[src/rtl/ffn_layer_mac_pkg.sv]
// Shared network parameters for the feed-forward MAC layer: default
// layer dimensions, controller state encoding and a constant clog2 helper.
package ffn_layer_mac_pkg;

  // Default layer geometry
  localparam int FFN_WIDTH    = 8;
  localparam int NUM_INPUT_N  = 4;
  localparam int NUM_OUTPUT_N = 4;

  // Controller state encoding
  localparam logic [1:0] ST_IDLE = 2'd0;
  localparam logic [1:0] ST_MAC  = 2'd1;
  localparam logic [1:0] ST_DONE = 2'd2;

  // Ceiling log2, usable in parameter elaboration
  function automatic int clog2(input int value);
    int result;
    int rem;
    result = 0;
    rem    = value - 1;
    while (rem > 0) begin
      result = result + 1;
      rem    = rem >> 1;
    end
    return result;
  endfunction

endpackage

[src/rtl/ffn_layer_mac_lane.sv]
// One output-neuron MAC lane: signed multiply of registered operands,
// wide accumulation, and a clamped or wrapped result.
module mac_lane #(
  parameter int DATA_W   = 8,
  parameter int OUT_W    = 16,
  parameter int ACC_W    = 18,
  parameter int SATURATE = 1
) (
  input  logic                     i_clock,
  input  logic                     i_reset,
  input  logic                     i_clear,
  input  logic                     i_acc_en,
  input  logic signed [DATA_W-1:0] i_x,
  input  logic signed [DATA_W-1:0] i_w,
  output logic signed [OUT_W-1:0]  o_result
);

  // Clamp bounds expressed at accumulator width so the compare is exact
  localparam logic signed [ACC_W-1:0] SAT_MAX = {{(ACC_W-OUT_W+1){1'b0}}, {(OUT_W-1){1'b1}}};
  localparam logic signed [ACC_W-1:0] SAT_MIN = {{(ACC_W-OUT_W+1){1'b1}}, {(OUT_W-1){1'b0}}};

  logic signed [OUT_W-1:0] w_prod;
  logic signed [ACC_W-1:0] w_prod_ext;
  logic signed [ACC_W-1:0] r_acc;

  assign w_prod     = i_x * i_w;
  assign w_prod_ext = {{(ACC_W-OUT_W){w_prod[OUT_W-1]}}, w_prod};

  // Accumulator: cleared when a new vector is accepted, summed on enable
  always_ff @(posedge i_clock) begin
    if (i_reset || i_clear) begin
      r_acc <= '0;
    end else if (i_acc_en) begin
      r_acc <= r_acc + w_prod_ext;
    end
  end

  // Output stage: clamp to the output range or keep the low bits
  always_comb begin
    o_result = r_acc[OUT_W-1:0];
    if (SATURATE != 0) begin
      if (r_acc > SAT_MAX) begin
        o_result = SAT_MAX[OUT_W-1:0];
      end else if (r_acc < SAT_MIN) begin
        o_result = SAT_MIN[OUT_W-1:0];
      end
    end
  end

endmodule

[src/rtl/ffn_layer_mac.sv]
// Fully-connected layer MAC: accepts one input vector, walks the input
// neurons one per cycle through N_OUT parallel lanes, then holds the
// result until downstream takes it. Weight row and input term are
// registered one cycle ahead of the accumulate, giving a fixed
// N_IN+1 cycle latency from acceptance to out_valid.
module ffn_layer_mac
  import ffn_layer_mac_pkg::*;
#(
  parameter  int DATA_W   = FFN_WIDTH,
  parameter  int N_IN     = NUM_INPUT_N,
  parameter  int N_OUT    = NUM_OUTPUT_N,
  parameter  int SATURATE = 1,
  localparam int OUT_W    = 2*DATA_W,
  localparam int ACC_W    = 2*DATA_W + clog2(N_IN),
  localparam int WA_W     = clog2(N_IN*N_OUT)
) (
  input  logic                    clock,
  input  logic                    reset,
  input  logic                    in_valid,
  output logic                    in_ready,
  input  logic [DATA_W*N_IN-1:0]  input_neurons,
  input  logic                    w_we,
  input  logic [WA_W-1:0]         w_addr,
  input  logic [DATA_W-1:0]       w_data,
  output logic                    w_err,
  output logic                    out_valid,
  input  logic                    out_ready,
  output logic [OUT_W*N_OUT-1:0]  output_neurons
);

  localparam int        KW     = clog2(N_IN);
  localparam int        N_W    = N_IN*N_OUT;
  localparam logic [KW-1:0] K_LAST = KW'(N_IN-1);

  logic [1:0]               r_state;
  logic [KW-1:0]            r_k;
  logic                     r_fetch_on;
  logic                     r_acc_en;
  logic                     r_last;
  logic                     r_w_err;
  logic signed [DATA_W-1:0] r_x    [N_IN];
  logic signed [DATA_W-1:0] r_w    [N_W];
  logic signed [DATA_W-1:0] r_wrow [N_OUT];
  logic signed [DATA_W-1:0] r_xk;

  logic                     w_idle;
  logic                     w_accept;
  logic                     w_addr_ok;
  logic                     w_wr;
  logic signed [OUT_W-1:0]  w_lane_out [N_OUT];

  assign w_idle    = (r_state == ST_IDLE);
  assign w_accept  = w_idle && in_valid;
  assign w_addr_ok = (32'(w_addr) < N_W);
  assign w_wr      = w_we && w_idle && w_addr_ok;

  assign in_ready  = w_idle;
  assign out_valid = (r_state == ST_DONE);
  assign w_err     = r_w_err;

  // Controller, weight file, input capture and per-step operand fetch
  always_ff @(posedge clock) begin
    if (reset) begin
      r_state    <= ST_IDLE;
      r_k        <= '0;
      r_fetch_on <= 1'b0;
      r_acc_en   <= 1'b0;
      r_last     <= 1'b0;
      r_w_err    <= 1'b0;
      r_xk       <= '0;
      for (int i = 0; i < N_IN; i++)  r_x[i]    <= '0;
      for (int i = 0; i < N_W; i++)   r_w[i]    <= '0;
      for (int j = 0; j < N_OUT; j++) r_wrow[j] <= '0;
    end else begin
      // A write is dropped (and flagged) when busy or out of range
      r_w_err <= w_we && !w_wr;
      if (w_wr) begin
        r_w[w_addr] <= w_data;
      end

      case (r_state)
        ST_IDLE: begin
          r_acc_en <= 1'b0;
          if (in_valid) begin
            for (int i = 0; i < N_IN; i++) begin
              r_x[i] <= input_neurons[DATA_W*i +: DATA_W];
            end
            r_k        <= '0;
            r_fetch_on <= 1'b1;
            r_last     <= 1'b0;
            r_state    <= ST_MAC;
          end
        end
        ST_MAC: begin
          r_acc_en <= r_fetch_on;
          if (r_fetch_on) begin
            r_xk <= r_x[r_k];
            for (int j = 0; j < N_OUT; j++) begin
              r_wrow[j] <= r_w[WA_W'(int'(r_k) * N_OUT + j)];
            end
            r_last <= (r_k == K_LAST);
            if (r_k == K_LAST) begin
              r_fetch_on <= 1'b0;
            end else begin
              r_k <= r_k + 1'b1;
            end
          end
          // Leave once the last input term has been accumulated
          if (r_acc_en && r_last) begin
            r_state <= ST_DONE;
          end
        end
        ST_DONE: begin
          r_acc_en <= 1'b0;
          if (out_ready) begin
            r_state <= ST_IDLE;
          end
        end
        default: begin
          r_acc_en <= 1'b0;
          r_state  <= ST_IDLE;
        end
      endcase
    end
  end

  genvar gi;
  generate
    for (gi = 0; gi < N_OUT; gi++) begin : g_lane
      mac_lane #(
        .DATA_W   (DATA_W),
        .OUT_W    (OUT_W),
        .ACC_W    (ACC_W),
        .SATURATE (SATURATE)
      ) u_lane (
        .i_clock  (clock),
        .i_reset  (reset),
        .i_clear  (w_accept),
        .i_acc_en (r_acc_en),
        .i_x      (r_xk),
        .i_w      (r_wrow[gi]),
        .o_result (w_lane_out[gi])
      );
      assign output_neurons[OUT_W*gi +: OUT_W] = out_valid ? w_lane_out[gi] : '0;
    end
  endgenerate

endmodule

[config.mk]
export PLATFORM = sky130hd
export DESIGN_NAME = ffn_layer_mac
export DESIGN_NICKNAME = d
export VERILOG_FILES = /design/src/rtl/ffn_layer_mac_pkg.sv /design/src/rtl/ffn_layer_mac_lane.sv /design/src/rtl/ffn_layer_mac.sv
export SDC_FILE = /design/constraint.sdc
export NUM_CORES = 1
export LEC_CHECK = 0
export ABC_AREA = 0
export BUFFER_PORTS_ARGS = -buffer_cell sky130_fd_sc_hd__buf_2
export CORE_UTILIZATION = 50
export DETAILED_ROUTE_END_ITERATION = 6
export GPL_TIMING_DRIVEN = 0
export PLACE_DENSITY = 0.68
export SLEW_MARGIN = 20
export SYNTH_ARGS = -nofsm -noshare
export SYNTH_HDL_FRONTEND = slang
export SYNTH_SLANG_ARGS = --single-unit
[constraint.sdc]
create_clock -name clock -period 8.4 [get_ports clock]
set_clock_uncertainty 0.15 [all_clocks]
set_input_delay 0 -clock clock [delete_from_list [all_inputs] [get_ports clock]]
set_output_delay 0 -clock clock [all_outputs]
set_load 0.01 [all_outputs]
After elaboration in Yosys (flattened, before gate mapping)

Memory sizes are Yosys's and may differ from the RTL's. A register that Yosys moved wholly into a read port is not among the register bits.
Index checks and enable logic that the tools add are counted.

Memory bits (writable): 192
Word-level logic and storage cells: 118
Memories: 3
Input bits: 49
Flip-flop bits (word level): 80

Reductions and logical operators: 15
Multiplexer cells: 53
Eq/ne operators: 8
Order comparisons: 8
Bitwise logic cells: 9
Multipliers: 4
Add/sub/neg operators: 8

Memories:

| memory | words | bits a word | rd ports | clocked after memory_dff | write ports | RTL line            | text |
|---|---|---|---|---|---|---|---|
| r_w    | 16    | 8           | 4        | 1                        | 16          | ffn_layer_mac.sv:42 | `logic signed [DATA_W-1:0] r_w [N_W];` |
| r_wrow | 4     | 8           | 4        | 0                        | 4           | ffn_layer_mac.sv:43 | `logic signed [DATA_W-1:0] r_wrow [N_OUT];` |
| r_x    | 4     | 8           | 1        | 1                        | 4           | ffn_layer_mac.sv:41 | `logic signed [DATA_W-1:0] r_x [N_IN];` |

Operators by type and width:

| operator                                              | count |
|---|---|
| 2-to-1 mux 16 bit                                     | 12 |
| adder 18 x 16 -> 18 bit                               | 4 |
| > comparator 18 x 16 -> 1 bit (second input constant) | 4 |
| < comparator 18 x 16 -> 1 bit (second input constant) | 4 |
| 2-to-1 mux 8 bit                                      | 9 |
| multiplier 8 x 8 -> 16 bit                            | 4 |
| 2-to-1 mux 1 bit                                      | 19 |
| 2-to-1 mux 2 bit                                      | 6 |
| 2-to-1 mux 4 bit                                      | 3 |
| adder 4 x 2 -> 4 bit (second input constant)          | 2 |
| != test 2 bit (second input constant)                 | 4 |
| bitwise OR 1 bit                                      | 8 |
| OR reduction 8 bit                                    | 1 |
| one-hot mux 2 bit (3 select lines)                    | 1 |
| AND reduction 3 bit                                   | 2 |
| adder 4 x 1 -> 4 bit (second input constant)          | 1 |
| == test 2 bit (second input constant)                 | 2 |
| logical AND 1 bit                                     | 4 |
| one-hot mux 1 bit (2 select lines)                    | 2 |
| one-hot mux 2 bit (2 select lines)                    | 1 |
| AND reduction 2 bit                                   | 2 |
| AND reduction 4 bit                                   | 1 |
| adder 2 x 1 -> 2 bit (second input constant)          | 1 |
| == test 2 x 1 -> 1 bit (second input constant)        | 1 |
| other kinds (7)                                       | 7 |

Logic depth before layout (Yosys ltp)

Gate-level depths: netlist of the first run.

Depth in word-level cells: 7
Gate-level depth with buffers: 21
Gate-level depth less buffers: 20

Hierarchy

A second synthesis of the first run with hierarchy kept.

Cell total of the unflattened synthesis: 2536
Area, all modules: 25663.4 um2

By module, submodules not included:

| module                      | cells an instance | times used | area each (um2) |
|---|---|---|---|
| ffn_layer_mac               | 656               | 1          | 9081.2 |
| mac_lane (g_lane[2].u_lane) | 470               | 1          | 4172.8 |
| mac_lane (g_lane[0].u_lane) | 477               | 1          | 4167.7 |
| mac_lane (g_lane[3].u_lane) | 473               | 1          | 4149.0 |
| mac_lane (g_lane[1].u_lane) | 460               | 1          | 4092.7 |

Worst setup path after synthesis of the first run

OpenSTA, ideal clock, no wires.

Path type: reg-to-reg
From: register r_xk[7], read port of r_x
To: register g_lane[0].u_lane.r_acc[15]
Buffers on the path: 1
Cell stages (with the launch flop): 18
Arrival time: 5083 ps
Setup slack: 3093 ps
Library setup time: 74 ps
Path through: dfxtp_1 clkbuf_1 and2_1 inv_1 fa_1 inv_1 fa_1 fa_1 fa_1 fa_1 ha_1 o21ai_0 nor2_1 o21a_1 o21a_1 nor2_1 or4b_1 a31oi_1

Word-level cells in the longest chain between the ends: 2

Ends and longest elaborated chain:

| element                    | RTL line                 | text |
|---|---|---|
| start, declared            | ffn_layer_mac.sv:44      | `logic signed [DATA_W-1:0] r_xk;` |
| multiplier 8 x 8 -> 16 bit | ffn_layer_mac_lane.sv:26 | `assign w_prod = i_x * i_w;` |
| adder 18 x 16 -> 18 bit    | ffn_layer_mac_lane.sv:34 | `r_acc <= r_acc + w_prod_ext;` |
| end signal, assigned       | ffn_layer_mac_lane.sv:34 |  |
| end, declared              | ffn_layer_mac_lane.sv:24 | `logic signed [ACC_W-1:0] r_acc;` |

No other way between the ends.
A chain may end at the register's enable or synchronous reset.

Final worst setup path of the first run

From: register r_xk[7], read port of r_x
To: register g_lane[0].u_lane.r_acc[17]

Same word-level chain as after synthesis.

==> impl_metrics.ini, run 1 <==
[yosys]
synth_ff_type = edfxtp_1
ys_seq_elements = 282
synthAdderAreaFrac = 0.341
synth-xor-area-share = 0.0203
synth-compound-area-share = 0.0595
synth_edf_count = 192
yosysUniqueCellTypes = 59
yosys_warnings = 0
avgSynthCellArea_sq_um = 10.8
syn_inst = 2318
synth_seq_area_share = 0.303
syn_nets = 2856
synthSimpleGateAreaFrac = 0.153
syn_area_sq_mm = 0.0250
synthArstFlopShare = 0
synth_top_family_by_area = adder cells
synthMuxAreaShare = 0.0522

[floorplanning]
floorplan.initialDensity = 0.509
die_w_microns = 225
die_h_microns = 225
coreArea_sq_mm = 0.0491
dieArea_sq_mm = 0.0508
io_pins = 116
rows = 81

[detailed_routing]
drc = 0
wire_per_inst_microns = 20.3
viasPerCell = 5.38
firstDrtPassIters = 5
vias = 17300
routed_wl_mm = 65.2
ant_nets = 0
first_iter_violations = 1374

[hold_path]
worstHoldPathType = primary input to flop

[clocking]
cts_made_buffers = 35
cts_tree = done
ctsRootBufferMaster = clkbuf_16
clkLatencyLatePin_ps = 570
ctsResizeCount = 0
cts.clk_slew.worst_paths_ps = 60
cts_max_level = 2
clk_path_buf_depth = 3
cts.sinks = 282

[run]
cap_violations = 0

[sta]
max_freq_ghz = 0.151
setup_ws_ps = 1770
finalSetupViolations = 0
period_share = 0.789
slew-limit-headroom = 0.219
tightestPinTransition_ps = 1170
fin_tns_setup_ps = 0
rsz0062_at_grt = no
min_period_ps = 6630
hold_violations = 0
finalMaxSlewViolations = 0

[global_routing]
antenna_found_initial = 2
grtUsageMet3 = 0.0408
grt_util_met2 = 0.439
groute.usage.overall = 0.270
grt_busiest_layer = met2
grt_pass1_vias = 18000
grt_pass1_wl_mm = 103
grt_max_degree = 42
grt_overflow = 0
gr-usage-met1 = 0.370

[cells_and_area]
fin_util = 0.573
drive_gt1_frac = 0.0980
layout.nets = 3061
design_area_sq_mm = 0.0281
syn_to_final_growth_pct = 12.5
antennaDiodeCount = 0
seq_area_sq_mm = 0.00757
multi_input_area_sq_mm = 0.0156
fillerInstances = 4190

[placed_design]
place_congestion = 0.912
numPortBuffers = 114
place_hpwl_mm = 49.8
placed_cell_area_sq_mm = 0.0264
place_ws_ps = 1730

[status]
status = finished, final reports clean

[pwr]
seqPwrFrac = 0.427
internal-power_uw = 2680
p_sw_uw = 1020
comb_power_share = 0.152
powerDensity_mw_per_mm2 = 132
leakagePower_uw = 0.0131
swShare = 0.276
ir_worst_vdd_mv = 0.148
power_frac_clock = 0.421
p_total_uw = 3700

[critical_path]
startpoint_type = flop
worstSetupPathType = flop to flop
endpoint_kind = flop
cp.arrival_ps = 6940
r2r_slack_ps = 1770
crit_required_ps = 8710
crit_fanout = 11
[critical path, cell delays in order (launching register included)]
cell	delay, ps
dfxtp_1	630
clkbuf_1	690
and2_1	740
inv_1	130
fa_1	510
inv_1	50
fa_1	480
fa_1	570
fa_1	430
fa_1	450
ha_1	340
o21ai_0	110
nor2_1	210
o21a_1	210
o221ai_1	140
xnor2_1	330
a21oi_1	120
a31o_2	230
[placed cells by master (no fill, tap or decap), types with 4 or more instances in the layout]
cell type,n
nand3_1,20
mux2i_1,38
nand2_1,150
dfxtp_1,90
nor2b_1,19
o21a_1,74
nand4_1,7
buf_2,125
a21o_1,13
mux4_2,40
o21bai_1,7
and2_1,324
edfxtp_1,192
inv_1,376
clkinv_1,6
ha_1,169
or3_1,7
nor2_1,121
or2_2,16
xor2_1,8
o21ai_0,25
and3_1,4
clkinv_2,4
nand2b_1,12
bufinv_16,4
clkbuf_1,75
dlygate4sd3_1,52
fa_1,320
nor3_1,21
a211oi_1,19
a21oi_1,54
xnor2_1,50
clkbuf_16,35
buf_1,7
nand3b_1,4
[state kept, by name, summed over array words and instances (netlist names), 2 cells and up, named ones only]
| register | cells |
|---|---|
| g_lane.u_lane.r_acc | 72 |
| r_k | 2 |
| r_state | 2 |
| r_w | 128 |
| r_wrow | 32 |
| r_x | 32 |
| r_xk | 8 |
[final timing paths]
path	from	end	depth (start not counted)
max	r_xk[7]	g_lane[0].u_lane.r_acc[17]	17
min	input_neurons[5]	r_x[0][5]	3
max reg2reg	r_xk[7]	g_lane[0].u_lane.r_acc[17]	17
min reg2reg	g_lane[3].u_lane.r_acc[5]	g_lane[3].u_lane.r_acc[5]	2
[area by class of cell]
type                            count  share of cell area
Buffer                             87              0.0122
Clock buffer                       44              0.0327
Clock inverter                     20             0.00873
Inverter                          378              0.0505
Multi-Input combinational cell   1571               0.557
Sequential cell                   282               0.269
Tap cell                          664              0.0296
Timing Repair Buffer              168              0.0400
[power groups by stage]
stage | clock (uW) | combinational [uW] | sequential [uW]
2_1_floorplan | 0 | 382 | 1580
3_3_place_gp | 0 | 524 | 1600
3_5_place_dp | 0 | 538 | 1610
4_1_cts | 1580 | 562 | 1580
5_1_grt | 1630 | 630 | 1580
6_report | 1560 | 564 | 1580
[logic make-up (layout without fill, tap and decap cells)]
group           count (synthesis)  count (layout)
xor+xnor                       58              58
mux                            80              80
buf+inv                       465             697
compound gates                222             222
fa+ha+maj                     489             489
simple gates                  722             722
flops                         282             282
[per-layer routing]
metal  wire length [microns]  up-vias  part of all wire
met2                   30500      627              0.47
met5                      13        -           0.00020
met3                    4560      128             0.070
met1                   27800     8672              0.43
li1                        -     7872                 -
met4                    2290        2             0.035
[timing repair]
item,in CTS,in global routing
endpoints found under the hold margin,116,0
buffers inserted,0,0
setup endpoints to repair,0,0
hold buffers,52,0
[Yosys cell counts, types with 8 or more instances]
master	instances	area share
a211oi_1	19	0.0057
a21o_1	13	0.0039
a21oi_1	54	0.011
and2_1	324	0.081
buf_1	8	0.0012
buf_2	10	0.0020
clkbuf_1	69	0.010
dfxtp_1	90	0.072
edfxtp_1	192	0.23
fa_1	320	0.26
ha_1	169	0.085
inv_1	376	0.057
mux2i_1	38	0.015
mux4_2	40	0.036
nand2_1	150	0.023
nand2b_1	13	0.0033
nand3_1	20	0.0040
nor2_1	121	0.018
nor2b_1	19	0.0048
nor3_1	21	0.0042
o21a_1	74	0.022
o21ai_0	25	0.0050
or2_2	16	0.0040
xnor2_1	50	0.018
xor2_1	8	0.0028
[metrics by stage]
stage / std cells / hold slack [ps]
after CTS: 3214 / 80.2
after global routing: 3214 / 114
after global placement: 3096 / 130
after floorplan: 2318 / 19.4
final: 3214 / 108
after detailed placement: 3098 / 130
(Power assumes the default switching activity.)
==> run 2: changes to the inputs <==
==> constraint.sdc (replaced) <==
create_clock -name clock -period 6.6 [get_ports clock]
set_clock_uncertainty 0.15 [all_clocks]
set_input_delay 0 -clock clock [delete_from_list [all_inputs] [get_ports clock]]
set_output_delay 0 -clock clock [all_outputs]
set_load 0.01 [all_outputs]
==> impl_metrics.ini, run 2 (synthesis results as in run 1) <==
[critical_path]
cp.arrival_ps = 6590
crit_fanout = 10
reg2reg_depth = 16
crit_required_ps = 6930
startpoint_type = flop
endpoint_kind = flop
worstSetupPathType = flop to flop

[sta]
rsz0062_at_grt = no
setup_ws_ps = 335
finalSetupViolations = 0
hold_violations = 0
period_share = 0.949
finalMaxSlewViolations = 0
fin_tns_setup_ps = 0
min_period_ps = 6260
max_freq_ghz = 0.160
slew-limit-headroom = 0.216
tightestPinTransition_ps = 1180

[floorplanning]
io_pins = 116
floorplan.initialDensity = 0.509
dieArea_sq_mm = 0.0508
coreArea_sq_mm = 0.0491
die_w_microns = 225
die_h_microns = 225
rows = 81

[placed_design]
place_ws_ps = -71.0
numPortBuffers = 114
place_hpwl_mm = 49.8
place_congestion = 0.912
dp_cells = 3098

[clocking]
cts.clk_slew.worst_paths_ps = 50
cts_tree = done
cts_max_level = 2
cts.sinks = 282
ctsRootBufferMaster = clkbuf_16
clkLatencyLatePin_ps = 560
cts_made_buffers = 35
clk_path_buf_depth = 3

[cells_and_area]
fillerInstances = 4185
layoutNonFillerInstCount = 3214
layout_commonest_cell = inv_1
antennaDiodeCount = 0
drive_gt1_frac = 0.100
syn_to_final_growth_pct = 12.5
top_register = r_w
layout.nets = 3061
largest_reg_flops = 128
largestRegisters = r_w: 128 flops, g_lane.u_lane.r_acc: 72 flops
layout.cells.most_common_list = inv_1 (376), and2_1 (320), fa_1 (320), edfxtp_1 (192), ha_1 (169)

[detailed_routing]
vias = 17200
ant_nets = 0
firstDrtPassIters = 5
first_iter_violations = 1337
wire_per_inst_microns = 20.3
routed_wl_mm = 65.2
drc = 0
viasPerCell = 5.36

[global_routing]
grt_pass1_wl_mm = 103
grt_overflow = 0
antenna_found_initial = 1
groute.usage.overall = 0.270
grt_max_degree = 42
grt_pass1_vias = 18000

[run]
cap_violations = 0

[pwr]
leakagePower_uw = 0.0131
powerDensity_mw_per_mm2 = 167
ir_worst_vdd_mv = 0.189

[status]
status = finished, final reports clean

[hold_path]
hold_path_depth = 3
worstHoldPathType = primary input to flop
[run 2: per-layer routing]
metal	track usage	vias to the layer above	part of all wire
met2	0.439	582	0.47
met1	0.370	8665	0.43
met3	0.0408	116	0.066
met5	0	-	0.00020
li1	-	7868	-
met4	0.0952	2	0.035
[run 2: power by group]
part           switching (uW)  total [uW]  internal [uW]
Combinational             426         718            292
Sequential               54.6        2010           1950
Clock                     812        1980           1160
[run 2: worst max-delay path, cell delays in order (launching register included)]
cell and delay [ps]:
dfxtp_1 650, clkbuf_1 690, nand2_1 320, fa_1 660
fa_1 540, inv_1 70, fa_1 560, fa_1 410
ha_1 290, ha_1 360, a21o_1 230, a31o_1 220
a211o_1 290, a21oi_2 140, xnor2_1 120, or3_1 330
a21oi_1 150
[run 2: layout make-up]
class,count,area (sq um),area share
sequential,282,7570,0.269
clock buffer,44,920,0.0327
timing repair buffer,168,1120,0.0399
tap,664,831,0.0296
clock inverter,20,245,0.00873
inverter,378,1420,0.0505
multi-input combinational,1571,15600,0.557
buffer,87,345,0.0123
[run 2: through the flow]
step	power [uW]	utilization	area, sq um	hold slack (ps)
final	4700	0.573	28100	110
after global routing	4880	0.573	28100	114
after CTS	4730	0.573	28100	80.2
after detailed placement	2730	0.538	26400	130
after global placement	2710	0.537	26400	130
after floorplan	2500	-	25000	19.4
[run 2: timing repair]
action	4_1_cts	5_1_grt
hold buffers	52	0
setup endpoints to repair	2	19
gates resized for setup	1	7
buffers inserted	0	0
pin swaps	0	0
hold endpoints to repair	116	0
[run 2: worst paths after layout]
kind,startpoint,to,slack [ps]
worst max-delay path,r_xk[7],g_lane[2].u_lane.r_acc[17],340
worst min-delay path,input_neurons[5],r_x[0][5],110
worst max register to register,r_xk[7],g_lane[2].u_lane.r_acc[17],340
worst min register to register,g_lane[3].u_lane.r_acc[5],g_lane[3].u_lane.r_acc[5],360
